--- config.mk ---
export PLATFORM = sky130hd
export DESIGN_NAME = div_nonrestoring
export DESIGN_NICKNAME = d
export VERILOG_FILES = /design/src/rtl/div_pkg.sv /design/src/rtl/div_step.sv /design/src/rtl/div_nonrestoring.sv
export SDC_FILE = /design/constraint.sdc
export NUM_CORES = 1
export LEC_CHECK = 0
export ABC_AREA = 1
export CAP_MARGIN = 20
export CELL_PAD_IN_SITES_DETAIL_PLACEMENT = 0
export CELL_PAD_IN_SITES_GLOBAL_PLACEMENT = 1
export CORE_AREA = 2 2 191 193
export CTS_CLUSTER_DIAMETER = 60
export DETAILED_ROUTE_END_ITERATION = 8
export DIE_AREA = 0 0 193 195
export PLACE_DENSITY_LB_ADDON = 0.12
export SETUP_SLACK_MARGIN = 0.05
export SLEW_MARGIN = 40
export SYNTH_ARGS = -nofsm -noshare
export SYNTH_HDL_FRONTEND = slang
export SYNTH_HIERARCHICAL = 1
export SYNTH_SLANG_ARGS = --single-unit
--- constraint.sdc ---
create_clock -name clk -period 6.4 [get_ports clk]
set_input_delay 1.6 -clock clk [delete_from_list [all_inputs] [get_ports clk]]
set_output_delay 1.6 -clock clk [all_outputs]
set_load 0.02 [all_outputs]
--- src/rtl/div_pkg.sv ---
// div_pkg: shared state encoding and default sizing for the non-restoring divider
package div_pkg;
  typedef enum logic [1:0] {IDLE, RUN, FIXUP, DONE} state_t;
  localparam int WIDTH_DEF = 32;
  localparam int CNT_W_DEF = 6;
  localparam int ITER_LAST = WIDTH_DEF - 1;
endpackage

--- src/rtl/div_step.sv ---
// div_step: one combinational radix-2 non-restoring iteration on {A,Q} with divisor M
module div_step
  import div_pkg::*;
#(
  parameter int WIDTH = WIDTH_DEF
) (
  input  logic [WIDTH:0]   i_a,
  input  logic [WIDTH-1:0] i_q,
  input  logic [WIDTH-1:0] i_m,
  output logic [WIDTH:0]   o_a_next,
  output logic [WIDTH-1:0] o_q_next
);
  logic [WIDTH:0] w_sh;
  // shift {A,Q} left, add or subtract M by the sign of the old A, new quotient bit is ~sign
  always_comb begin
    w_sh = {i_a[WIDTH-1:0], i_q[WIDTH-1]};
    o_a_next = i_a[WIDTH] ? w_sh + {1'b0, i_m} : w_sh - {1'b0, i_m};
    o_q_next = {i_q[WIDTH-2:0], ~o_a_next[WIDTH]};
  end
endmodule

--- src/rtl/div_nonrestoring.sv ---
// div_nonrestoring: multicycle signed divider; DIV_EARLY_ZERO_EN sends divide-by-zero straight to DONE
module div_nonrestoring
  import div_pkg::*;
#(
  parameter int WIDTH = WIDTH_DEF,
  parameter int CNT_W = CNT_W_DEF
) (
  input  logic             clk,
  input  logic             reset,
  input  logic             newDiv,
  input  logic [WIDTH-1:0] dividend,
  input  logic [WIDTH-1:0] divisor,
  output logic [WIDTH-1:0] data_out,
  output logic             result_ready,
  output logic             data_exception,
  output logic             busy
);
  localparam logic [CNT_W-1:0] LAST = CNT_W'(WIDTH == WIDTH_DEF ? ITER_LAST : WIDTH - 1);
  state_t r_state, w_next;
  logic r_go, r_sign, r_div0;
  logic [WIDTH:0] r_a, w_a_next;
  logic [WIDTH-1:0] r_q, r_m, w_q_next;
  logic [CNT_W-1:0] r_cnt;
  div_step #(.WIDTH(WIDTH)) u_step (
    .i_a(r_a),
    .i_q(r_q),
    .i_m(r_m),
    .o_a_next(w_a_next),
    .o_q_next(w_q_next)
  );
  // state register
  always_ff @(posedge clk) r_state <= reset ? IDLE : w_next;
  // next state: a start spends one setup cycle in IDLE (r_go) before iterating; a new start always restarts
  always_comb begin
    w_next = IDLE;
    case (r_state)
`ifdef DIV_EARLY_ZERO_EN
      IDLE: w_next = r_go ? (r_div0 ? DONE : RUN) : IDLE;
`else
      IDLE: w_next = r_go ? RUN : IDLE;
`endif
      RUN: w_next = (r_cnt == LAST) ? FIXUP : RUN;
      FIXUP: w_next = DONE;
      default: w_next = IDLE;
    endcase
    if (newDiv) w_next = IDLE;
    result_ready = r_state == DONE;
    busy = r_state == RUN || r_state == FIXUP;
  end
  // operand capture as magnitudes, one iteration per RUN cycle, sign and zero fix-up in FIXUP
  always_ff @(posedge clk) begin
    if (reset) begin
      r_go <= 1'b0;
      r_a <= '0;
      r_q <= '0;
      r_m <= '0;
      r_sign <= 1'b0;
      r_div0 <= 1'b0;
      r_cnt <= '0;
      data_out <= '0;
      data_exception <= 1'b0;
    end else begin
      r_go <= newDiv;
      if (newDiv) begin
        r_a <= '0;
        r_q <= dividend[WIDTH-1] ? -dividend : dividend;
        r_m <= divisor[WIDTH-1] ? -divisor : divisor;
        r_sign <= dividend[WIDTH-1] ^ divisor[WIDTH-1];
        r_div0 <= divisor == '0;
        r_cnt <= '0;
      end else if (r_state == RUN) begin
        r_a <= w_a_next;
        r_q <= w_q_next;
        r_cnt <= r_cnt + CNT_W'(1);
      end else if (r_state == FIXUP) begin
        r_a <= r_a[WIDTH] ? r_a + {1'b0, r_m} : r_a;
        data_out <= r_div0 ? '0 : r_sign ? -r_q : r_q;
        data_exception <= r_div0;
      end
`ifdef DIV_EARLY_ZERO_EN
      else if (r_state == IDLE && r_go && r_div0) begin
        data_out <= '0;
        data_exception <= 1'b1;
      end
`endif
    end
  end
endmodule

# Word-level counts from Yosys, hierarchy flattened
# Cells that the tools add are included.
# totals
input_bits	67
elab_cells	48
regBits	141
# classes
n_eq_ne	4
mux	13
n_bitwise	4
reduce_logical	9
n_addsub	7
# op_table
op	count
32-bit two-way mux	6
33-bit two-way mux	4
32-bit negator	3
33-bit by 32-bit adder with 33-bit output	2
33-bit by 32-bit subtractor with 33-bit output	1
32-bit logical NOT	1
6-bit by 1-bit adder with 6-bit output, second input constant	1
6-bit by 5-bit equality test with 1-bit output, second input constant	1
2-bit case mux with 3 select lines	1
2-bit nonzero test	3
2-bit equality test, second input constant	2
1-bit NOT	3
3-bit AND reduction	1
2-bit by 1-bit equality test with 1-bit output, second input constant	1
2-bit logical NOT	1
2-bit two-way mux	1
2-bit AND reduction	1
2-bit OR reduction	1
1-bit logical OR	1
1-bit two-way mux	1
1-bit bitwise XOR	1

# Depth between registers and ports, before layout
# Gate-level depths: netlist of run 1.
# depth
ltp_word	5
ltp_mapped	22

# By module
# Netlist of run 1, hierarchy kept.
# modules_own_cells
mod	area_per_inst_um2	n_inst	seq_area_each_um2	cells_per_inst
div_nonrestoring	10462.5	1	2822.7	1784
div_step	3633.5	1	0.0	731

# Worst setup path after synthesis of run 1
# OpenSTA, ideal clock, no wires.
# synth_path
path_type	in2reg
start	input port divisor[1]
end	register r_m[28]
t_arrival_ns	2.763
setup_slack_ns	3.524
cell_stages	13
n_path_buf	0
setup_time_ns	0.113
cell_sequence	inv_1 > ha_1 > inv_1 > nor3_4 > nand2_2 > nor2_4 > nand4_4 > nor2_4 > nand2_1 > nand2_1 > nand2_1 > nand3_1 > nand2_1
# synth_between
elab_chain_len	2
# synth_lines
item	line	text
start: declaration	div_nonrestoring.sv:12	input logic [WIDTH-1:0] divisor,
32-bit negator	div_nonrestoring.sv:67	r_m <= divisor[WIDTH-1] ? -divisor : divisor;
32-bit two-way mux	div_nonrestoring.sv:67	
end signal: assignment	div_nonrestoring.sv:67	
end: declaration	div_nonrestoring.sv:22	logic [WIDTH-1:0] r_q, r_m, w_q_next;
# No other way between the ends.
# A chain may end at the register's enable or synchronous reset.

# Worst setup path after layout of run 1
# layout_path
start	register r_m[0]
end	register r_q[0]
# layout_between
elab_chain_len	5
elab_cells_between_ends	6
classes_between	add/sub (2); mux (3); bitwise (1)
# layout_lines
item	line	text
33-bit by 32-bit subtractor with 33-bit output or 33-bit by 32-bit adder with 33-bit output (tied branches)	div_step.sv:17	o_a_next = i_a[WIDTH] ? w_sh + {1'b0, i_m} : w_sh - {1'b0, i_m};
33-bit two-way mux (*)	div_step.sv:17	
1-bit NOT (*)	div_step.sv:18	o_q_next = {i_q[WIDTH-2:0], ~o_a_next[WIDTH]};
named net w_q_next[0]	div_nonrestoring.sv:22	
32-bit two-way mux (*)	div_nonrestoring.sv:71	end else if (r_state == RUN) begin
32-bit two-way mux (*)	div_nonrestoring.sv:64	if (newDiv) begin
end signal: assignment	div_nonrestoring.sv:66	r_q <= dividend[WIDTH-1] ? -dividend : dividend;
end signal: assignment	div_nonrestoring.sv:73	r_q <= w_q_next;
end: declaration	div_nonrestoring.sv:22	
# Mark *: on every way through the listed nets, which the timed path passes. The rest lies on a longest branch. The select of a mux whose other input is x is not followed.

==> results of run 1 <==
synthesized netlist by cell type, drive strengths merged:
| library cell | count |
|---|---|
| o31ai | 2 |
| clkbuf | 31 |
| xor2 | 55 |
| nand3b | 20 |
| a22oi | 1 |
| a21boi | 4 |
| xnor2 | 9 |
| or2 | 11 |
| nor2 | 241 |
| a22o | 1 |
| a211oi | 4 |
| o21ai | 132 |
| nor4 | 6 |
| nand2 | 917 |
| nand3 | 177 |
| fa | 2 |
| a221oi | 1 |
| nor3 | 32 |
| o21bai | 10 |
| dfxtp | 141 |
| ha | 74 |
| nand4 | 16 |
| buf | 66 |
| o22ai | 1 |
| inv | 353 |
| and2 | 3 |
| a31oi | 1 |
| a21oi | 199 |
| o211ai | 3 |
| a32o | 2 |
logic make-up (layout without fill, tap and decap cells):
group           after synthesis  in the layout  share of synthesized area
simple gates               1423           1423                      0.425
fa+ha+maj                    76             76                     0.0685
compound gates              361            361                      0.135
buf+inv                     450            496                      0.131
flops                       141            141                      0.200
xor+xnor                     64             64                     0.0398
routing by layer:
metal,global-route usage,wire [um],vias to the layer above
met3,0.0451,3560,37
li1,-,-,7983
met1,0.419,25700,6873
met2,0.372,19800,425
met5,0,0,-
met4,0.0643,796,0
layout by cell type, fill, tap and decap left out, types with 4 or more instances in the layout:
cell                              count
sky130_fd_sc_hd__xor2_1              55
sky130_fd_sc_hd__nand4_1             15
sky130_fd_sc_hd__nor4_1               6
sky130_fd_sc_hd__nand3b_1            19
sky130_fd_sc_hd__inv_1              341
sky130_fd_sc_hd__nand2_1            900
sky130_fd_sc_hd__nor3_1              26
sky130_fd_sc_hd__ha_1                73
sky130_fd_sc_hd__clkbuf_16           17
sky130_fd_sc_hd__a211oi_1             4
sky130_fd_sc_hd__or2_2                8
sky130_fd_sc_hd__dfxtp_1            141
sky130_fd_sc_hd__nor2_2              10
sky130_fd_sc_hd__xnor2_1              9
sky130_fd_sc_hd__buf_4               10
sky130_fd_sc_hd__nand2_2             17
sky130_fd_sc_hd__nor2_4               8
sky130_fd_sc_hd__a21oi_1            198
sky130_fd_sc_hd__clkdlybuf4s50_1     99
sky130_fd_sc_hd__nand3_1            169
sky130_fd_sc_hd__o21bai_1            10
sky130_fd_sc_hd__nor2_1             223
sky130_fd_sc_hd__nand3_2              7
sky130_fd_sc_hd__a21boi_0             4
sky130_fd_sc_hd__o21ai_0            116
sky130_fd_sc_hd__o21ai_1             13
sky130_fd_sc_hd__inv_2               12
registers in the layout, summed over array words and instances, names as in the netlist:
register	count
r_a	33
data_exception	1
r_sign	1
r_div0	1
r_cnt	6
r_m	32
r_state	2
r_go	1
data_out	32
r_q	32
how the worst max path moves through the flow:
stage                             start                   end  slack, ps  cells after the start
finish              r_m[0]$_SDFFE_PP0P_   r_q[0]$_SDFFE_PP0P_       2250                     18
global route        r_m[0]$_SDFFE_PP0P_   r_q[0]$_SDFFE_PP0P_       2160                     21
CTS                 r_m[0]$_SDFFE_PP0P_   r_q[0]$_SDFFE_PP0P_       2440                     18
detailed placement               newDiv   r_div0$_SDFFE_PP0P_       2430                      7
global placement                 newDiv   r_div0$_SDFFE_PP0P_       1130                      7
floorplan                    divisor[1]  r_m[28]$_SDFFE_PP0P_       3520                     13
per-stage QoR:
stage	utilization	instance area, um^2	setup slack [ps]	hold slack, ps	cells
after floorplan	-	14100	3520	447	2515
after global placement	0.431	15200	1130	453	2990
after detailed placement	0.431	15200	2430	456	2990
after CTS	0.448	15800	2440	467	3021
after global routing	0.448	15900	2160	482	3022
final	0.448	15900	2250	465	3022
layout make-up:
class	count	area, um^2
Clock buffer	18	439
Timing Repair Buffer	112	1090
Sequential cell	141	2820
Tap cell	461	577
Multi-Input combinational cell	1924	9450
Clock inverter	13	158
Fill cell	3941	19500
Inverter	353	1330
critical path, cell delays in order, from the launching register on:
cell,delay [ps]
sky130_fd_sc_hd__dfxtp_1,360
sky130_fd_sc_hd__inv_1,90
sky130_fd_sc_hd__ha_1,210
sky130_fd_sc_hd__nand3_2,120
sky130_fd_sc_hd__nor2_2,220
sky130_fd_sc_hd__nand4_1,210
sky130_fd_sc_hd__o21ai_2,250
sky130_fd_sc_hd__xor2_1,480
sky130_fd_sc_hd__ha_1,400
sky130_fd_sc_hd__nand2_1,140
sky130_fd_sc_hd__inv_1,50
sky130_fd_sc_hd__a21oi_1,180
sky130_fd_sc_hd__nand2_1,90
sky130_fd_sc_hd__a21oi_1,520
sky130_fd_sc_hd__nand2_1,150
sky130_fd_sc_hd__nand2_1,100
sky130_fd_sc_hd__nand2_1,150
sky130_fd_sc_hd__nor3_1,220
sky130_fd_sc_hd__a211oi_1,60
power groups by stage:
stage                     Combinational (mW)  Sequential [mW]  Clock [mW]
after floorplan                        0.525            0.957           0
after global placement                 0.729            0.987           0
after detailed placement               0.729            0.988           0
after CTS                              0.734            0.968        1.05
after global routing                   0.835            0.972        1.09
final                                  0.742            0.969        1.03
==> flow_metrics.py, run 1 <==
metrics = {
    "run_status": {
        "outcome": "finished clean",
    },
    "detailed_routing": {
        "ant_nets": 0,
        "drt_pre_antenna_iters": 5,
        "vias": 15318,
        "vias_per_cell": 5.07,
        "wirelength_routed_um": 49900,
        "drt_iter0_markers": 1083,
        "route.detailed.wl_per_inst_um": 16.5,
        "drcViolationCount": 0,
    },
    "power_and_ir_drop": {
        "static-leakage-power_nw": 7.98,
        "netSwitchingFraction": 0.365,
        "vdd_drop_max_uv": 192,
        "fin_total_pwr_mw": 2.74,
        "share_comb_of_total_power": 0.271,
        "sequentialPowerShare": 0.353,
        "internal_power_mw": 1.74,
        "p_per_cell_area_mw_per_mm2": 173,
        "power_switching_mw": 1.00,
        "clkPwrFrac": 0.376,
    },
    "logic_synthesis": {
        "synth_top_area_share": 0.240,
        "netlist-cell-type-count": 49,
        "ys_seq_area_frac": 0.200,
        "ys_seq_elements": 141,
        "synth_net_count": 2658,
        "synthesis.area_mm2": 0.0141,
        "yosys_warnings": 6,
        "netlist.top_cell.by_area": "sky130_fd_sc_hd__nand2_1",
        "synth_cells": 2515,
        "post_synth.cell_area_avg_um2": 5.60,
        "synth.area.top_cells": "sky130_fd_sc_hd__nand2_1, sky130_fd_sc_hd__dfxtp_1, sky130_fd_sc_hd__inv_1",
    },
    "clock_network": {
        "cts_tree": "built",
        "clk_transition_reported_paths_ps": 60,
        "post_cts_hold_fix_bufs": 0,
        "clockRootBuffer": "sky130_fd_sc_hd__clkbuf_16",
        "clock_sinks": 141,
        "htreeDepth": 4,
        "clk-insertion-delay-late_ps": 450,
        "cts.repair.resized": 0,
        "cts_post_setup_buffers_inserted": 0,
        "cts.path.max_buffers": 2,
        "numCtsBuffers": 17,
    },
    "sta": {
        "finalSetupViolCount": 0,
        "timing.final.crit_share": 0.649,
        "maxSlewViolCount": 0,
        "finalHoldViolations": 0,
        "final.min_clock_period_ps": 4150,
        "worst_clock_skew_ps": 17.7,
        "slew_headroom": 0.547,
        "max_slew.worst_pin.slew_ps": 680,
        "setup_tns_ps": 0,
        "rsz0062_at_grt": "no",
        "max_freq_mhz": 241,
    },
    "die": {
        "floorplan.rows": 69,
        "start_util": 0.398,
        "dieArea_mm2": 0.0376,
        "io_pins": 102,
        "core_area_mm2": 0.0354,
        "die_w_um": 193,
        "die_height_um": 195,
    },
    "setup_path": {
        "path_max_fanout": 5,
        "critical_path.startpoint_type": "register",
        "critical_path.reg2reg.startpoint": "r_m[0]$_SDFFE_PP0P_",
        "regToRegSetupSlack_ps": 2250,
        "timing_worst_setup_path_type": "register to register",
        "cp_data_arrival_time_ps": 4470,
        "worstReg2RegEnd": "r_q[0]$_SDFFE_PP0P_",
        "timing.critical_path.required_ps": 6710,
        "worst_setup_path_end_kind": "register",
        "logic_depth_of_the_worst_register_to_register_path": 18,
    },
    "layout": {
        "syn_to_final_growth_pct": 12.5,
        "drive_gt1_frac": 0.0469,
        "layout.nets": 2692,
        "insertedDiodeCount": 0,
    },
    "global_route": {
        "grt_util_all_layers": 0.267,
        "largest_net_degree_at_the_start_of_global_routing": 59,
        "overflow": 0,
        "vias_in_the_first_global_route": 13799,
        "number_of_antenna_violations_at_the_first_check_in_global_routing": 0,
        "global_route_wire_length_before_repair_um": 77600,
    },
    "worst_hold_path": {
        "hold_path.class": "register to register",
        "hold_depth": 2,
        "whs_endpoint": "data_out[28]$_SDFFE_PP0P_",
        "worst_hold_startpoint": "data_out[28]$_SDFFE_PP0P_",
    },
    "place": {
        "placement.io_buffers": 101,
        "hpwlAfterDp_um": 41000,
        "globalplace.congestion": 0.939,
    },
    "run": {
        "timing.max_cap.violations": 0,
    },
}
(Power assumes the default switching activity.)
==> run 2, diff against run 1 <==
clock period = 3.92 ns   (was 6.4 ns; I/O delays follow)
==> run 2 against run 1 <==
Wire length rose by 5.0%. Global-route usage grew 1.2 points. Sequential power rose by 62%. Clock power rose by 77%. Flip-flop and latch count stayed put. Cell count increased by 0.60%. Critical path depth is 3 lower. First-iteration DRC count grew 30%. Worst setup slack got worse by 1700 ps. Design area up 0.92%. Largest cell class unchanged. Sequential share of layout area is 0.16 points lower. Maximum frequency up 25%.
==> flow_metrics.py, run 2 (synthesis results as in run 1) <==
metrics = {
    "detailed_routing": {
        "vias": 15661,
        "vias_per_cell": 5.15,
        "wirelength_routed_um": 52400,
        "route.detailed.wl_per_inst_um": 17.2,
        "ant_nets": 0,
        "drt_pre_antenna_iters": 6,
        "drcViolationCount": 0,
        "drt_iter0_markers": 1407,
    },
    "layout": {
        "syn_to_final_growth_pct": 13.6,
        "most-common-layout-cells": "sky130_fd_sc_hd__nand2_1, sky130_fd_sc_hd__inv_1, sky130_fd_sc_hd__nor2_1",
        "largest_register_ffs": 33,
        "layout.nets": 2709,
        "layout.cells.most_common": "sky130_fd_sc_hd__nand2_1",
        "insertedDiodeCount": 0,
        "final_cell_area_mm2": 0.0160,
        "largest_register": "r_a",
        "utilization": 0.452,
        "drive_gt1_frac": 0.0531,
        "post_layout_nonfiller_instances": 3040,
    },
    "clock_network": {
        "cts.path.max_buffers": 2,
        "clock_sinks": 141,
        "clk_transition_reported_paths_ps": 70,
        "clockRootBuffer": "sky130_fd_sc_hd__clkbuf_16",
        "cts_tree": "built",
        "cts.repair.resized": 0,
        "numCtsBuffers": 17,
        "cts_post_setup_buffers_inserted": 0,
        "clk-insertion-delay-late_ps": 460,
        "post_cts_hold_fix_bufs": 0,
        "htreeDepth": 4,
    },
    "worst_hold_path": {
        "worst_hold_startpoint": "data_out[26]$_SDFFE_PP0P_",
        "whs_endpoint": "data_out[26]$_SDFFE_PP0P_",
        "hold_depth": 2,
        "hold_path.class": "register to register",
    },
    "global_route": {
        "vias_in_the_first_global_route": 14081,
        "global_route_wire_length_before_repair_um": 80800,
        "overflow": 0,
        "grt_util_all_layers": 0.279,
        "number_of_antenna_violations_at_the_first_check_in_global_routing": 0,
        "largest_net_degree_at_the_start_of_global_routing": 66,
    },
    "place": {
        "placement.io_buffers": 101,
        "total_cell_area_at_the_placement_stage_mm2": 0.0154,
        "post-place-ws_ps": 669,
        "numPlacedInstances": 3008,
        "globalplace.congestion": 0.940,
        "hpwlAfterDp_um": 42800,
    },
    "sta": {
        "max_freq_mhz": 300,
        "timing.hold.ws_ps": 463,
        "finalSetupViolCount": 0,
        "maxSlewViolCount": 0,
        "max_slew.worst_pin.slew_ps": 834,
        "worst_clock_skew_ps": 13.4,
        "slew_headroom": 0.444,
        "finalWorstSetupSlack_ps": 585,
        "final.min_clock_period_ps": 3330,
        "setup_tns_ps": 0,
        "rsz0062_at_grt": "no",
        "timing.final.crit_share": 0.851,
        "finalHoldViolations": 0,
    },
    "power_and_ir_drop": {
        "vdd_drop_max_uv": 330,
        "p_per_cell_area_mw_per_mm2": 288,
        "fin_total_pwr_mw": 4.61,
        "static-leakage-power_nw": 8.09,
    },
    "setup_path": {
        "critical_path.reg2reg.startpoint": "r_a[32]$_SDFFE_PP0P_",
        "cpLargestDelayFamily": "simple AND/OR/NAND/NOR gates",
        "worstReg2RegEnd": "r_a[18]$_SDFFE_PP0P_",
        "path_cells": "inv_1, o21ai_0, fa_1, nand2_1, nand2_1, nand3b_1, nand2_1, nand2_1, nand2_1, nand3_1, nand2_1, nand2_1, nand2_1, a21oi_1, a21oi_1",
        "timing.critical_path.required_ps": 4240,
        "logic_depth_of_the_worst_register_to_register_path": 15,
        "timing_worst_setup_path_type": "register to register",
        "cp_data_arrival_time_ps": 3660,
        "crit_path_max_incr_delay_ps": 560,
        "path_max_fanout": 23,
        "worst_setup_path_end_kind": "register",
        "critical_path.n_buffers_inverters": 1,
        "critical_path.startpoint_type": "register",
        "timing.critical_path.slowest_stage_cell": "sky130_fd_sc_hd__inv_1",
        "crit_top_cell": "sky130_fd_sc_hd__nand2_1",
        "regToRegSetupSlack_ps": 590,
    },
    "die": {
        "die_height_um": 195,
        "start_util": 0.398,
        "io_pins": 102,
        "dieArea_mm2": 0.0376,
        "die_w_um": 193,
        "core_area_mm2": 0.0354,
        "floorplan.rows": 69,
    },
    "run_status": {
        "outcome": "finished clean",
    },
    "run": {
        "timing.max_cap.violations": 0,
    },
}
run 2: power by group:
group / internal (mW) / switching (mW) / total [mW]
logic: 0.405 / 0.820 / 1.22
clock network: 1.03 / 0.790 / 1.82
registers: 1.48 / 0.0874 / 1.57
run 2: worst max path at each step:
stage               cells past startpoint  slack [ps]                    to                  from
floorplan                              21        1240   r_q[0]$_SDFFE_PP0P_   r_m[0]$_SDFFE_PP0P_
detailed placement                     20         670  r_a[32]$_SDFFE_PP0P_   r_m[0]$_SDFFE_PP0P_
global placement                       17         720  r_a[22]$_SDFFE_PP0P_  r_m[12]$_SDFFE_PP0P_
finish                                 15         590  r_a[18]$_SDFFE_PP0P_  r_a[32]$_SDFFE_PP0P_
CTS                                    20         650  r_a[32]$_SDFFE_PP0P_   r_m[0]$_SDFFE_PP0P_
global route                           20         320  r_a[32]$_SDFFE_PP0P_   r_m[1]$_SDFFE_PP0P_
run 2: tightest hold or removal path: cells and delay by family (launching register included):
kind            cells  cell delay, ps
compound gates      1              50
simple gates        1              60
flops               1             310
run 2: layout make-up:
class / instances / area [um^2]
clock buffer: 17 / 425
clock inverter: 15 / 203
fill: 3917 / 19400
inverter: 353 / 1330
multi-input combinational: 1924 / 9440
sequential: 141 / 2820
tap: 461 / 577
timing repair buffer: 129 / 1220
run 2: metal layers:
metal | routed length (um) | part of all wire | up-vias | GRT usage
li1 | - | - | 8012 | -
met1 | 26600 | 0.51 | 7093 | 0.436
met2 | 21600 | 0.41 | 511 | 0.404
met3 | 3540 | 0.068 | 45 | 0.0401
met4 | 691 | 0.013 | 0 | 0.0505
met5 | 0 | 0 | - | 0
==> run 3, diff against run 2 <==
CTS_CLUSTER_DIAMETER = 200   (was 60)
TNS_END_PERCENT = 50   (was not set)
==> results of run 3 <==
The final DEF is identical to that of run 2; final timing and power are the same.
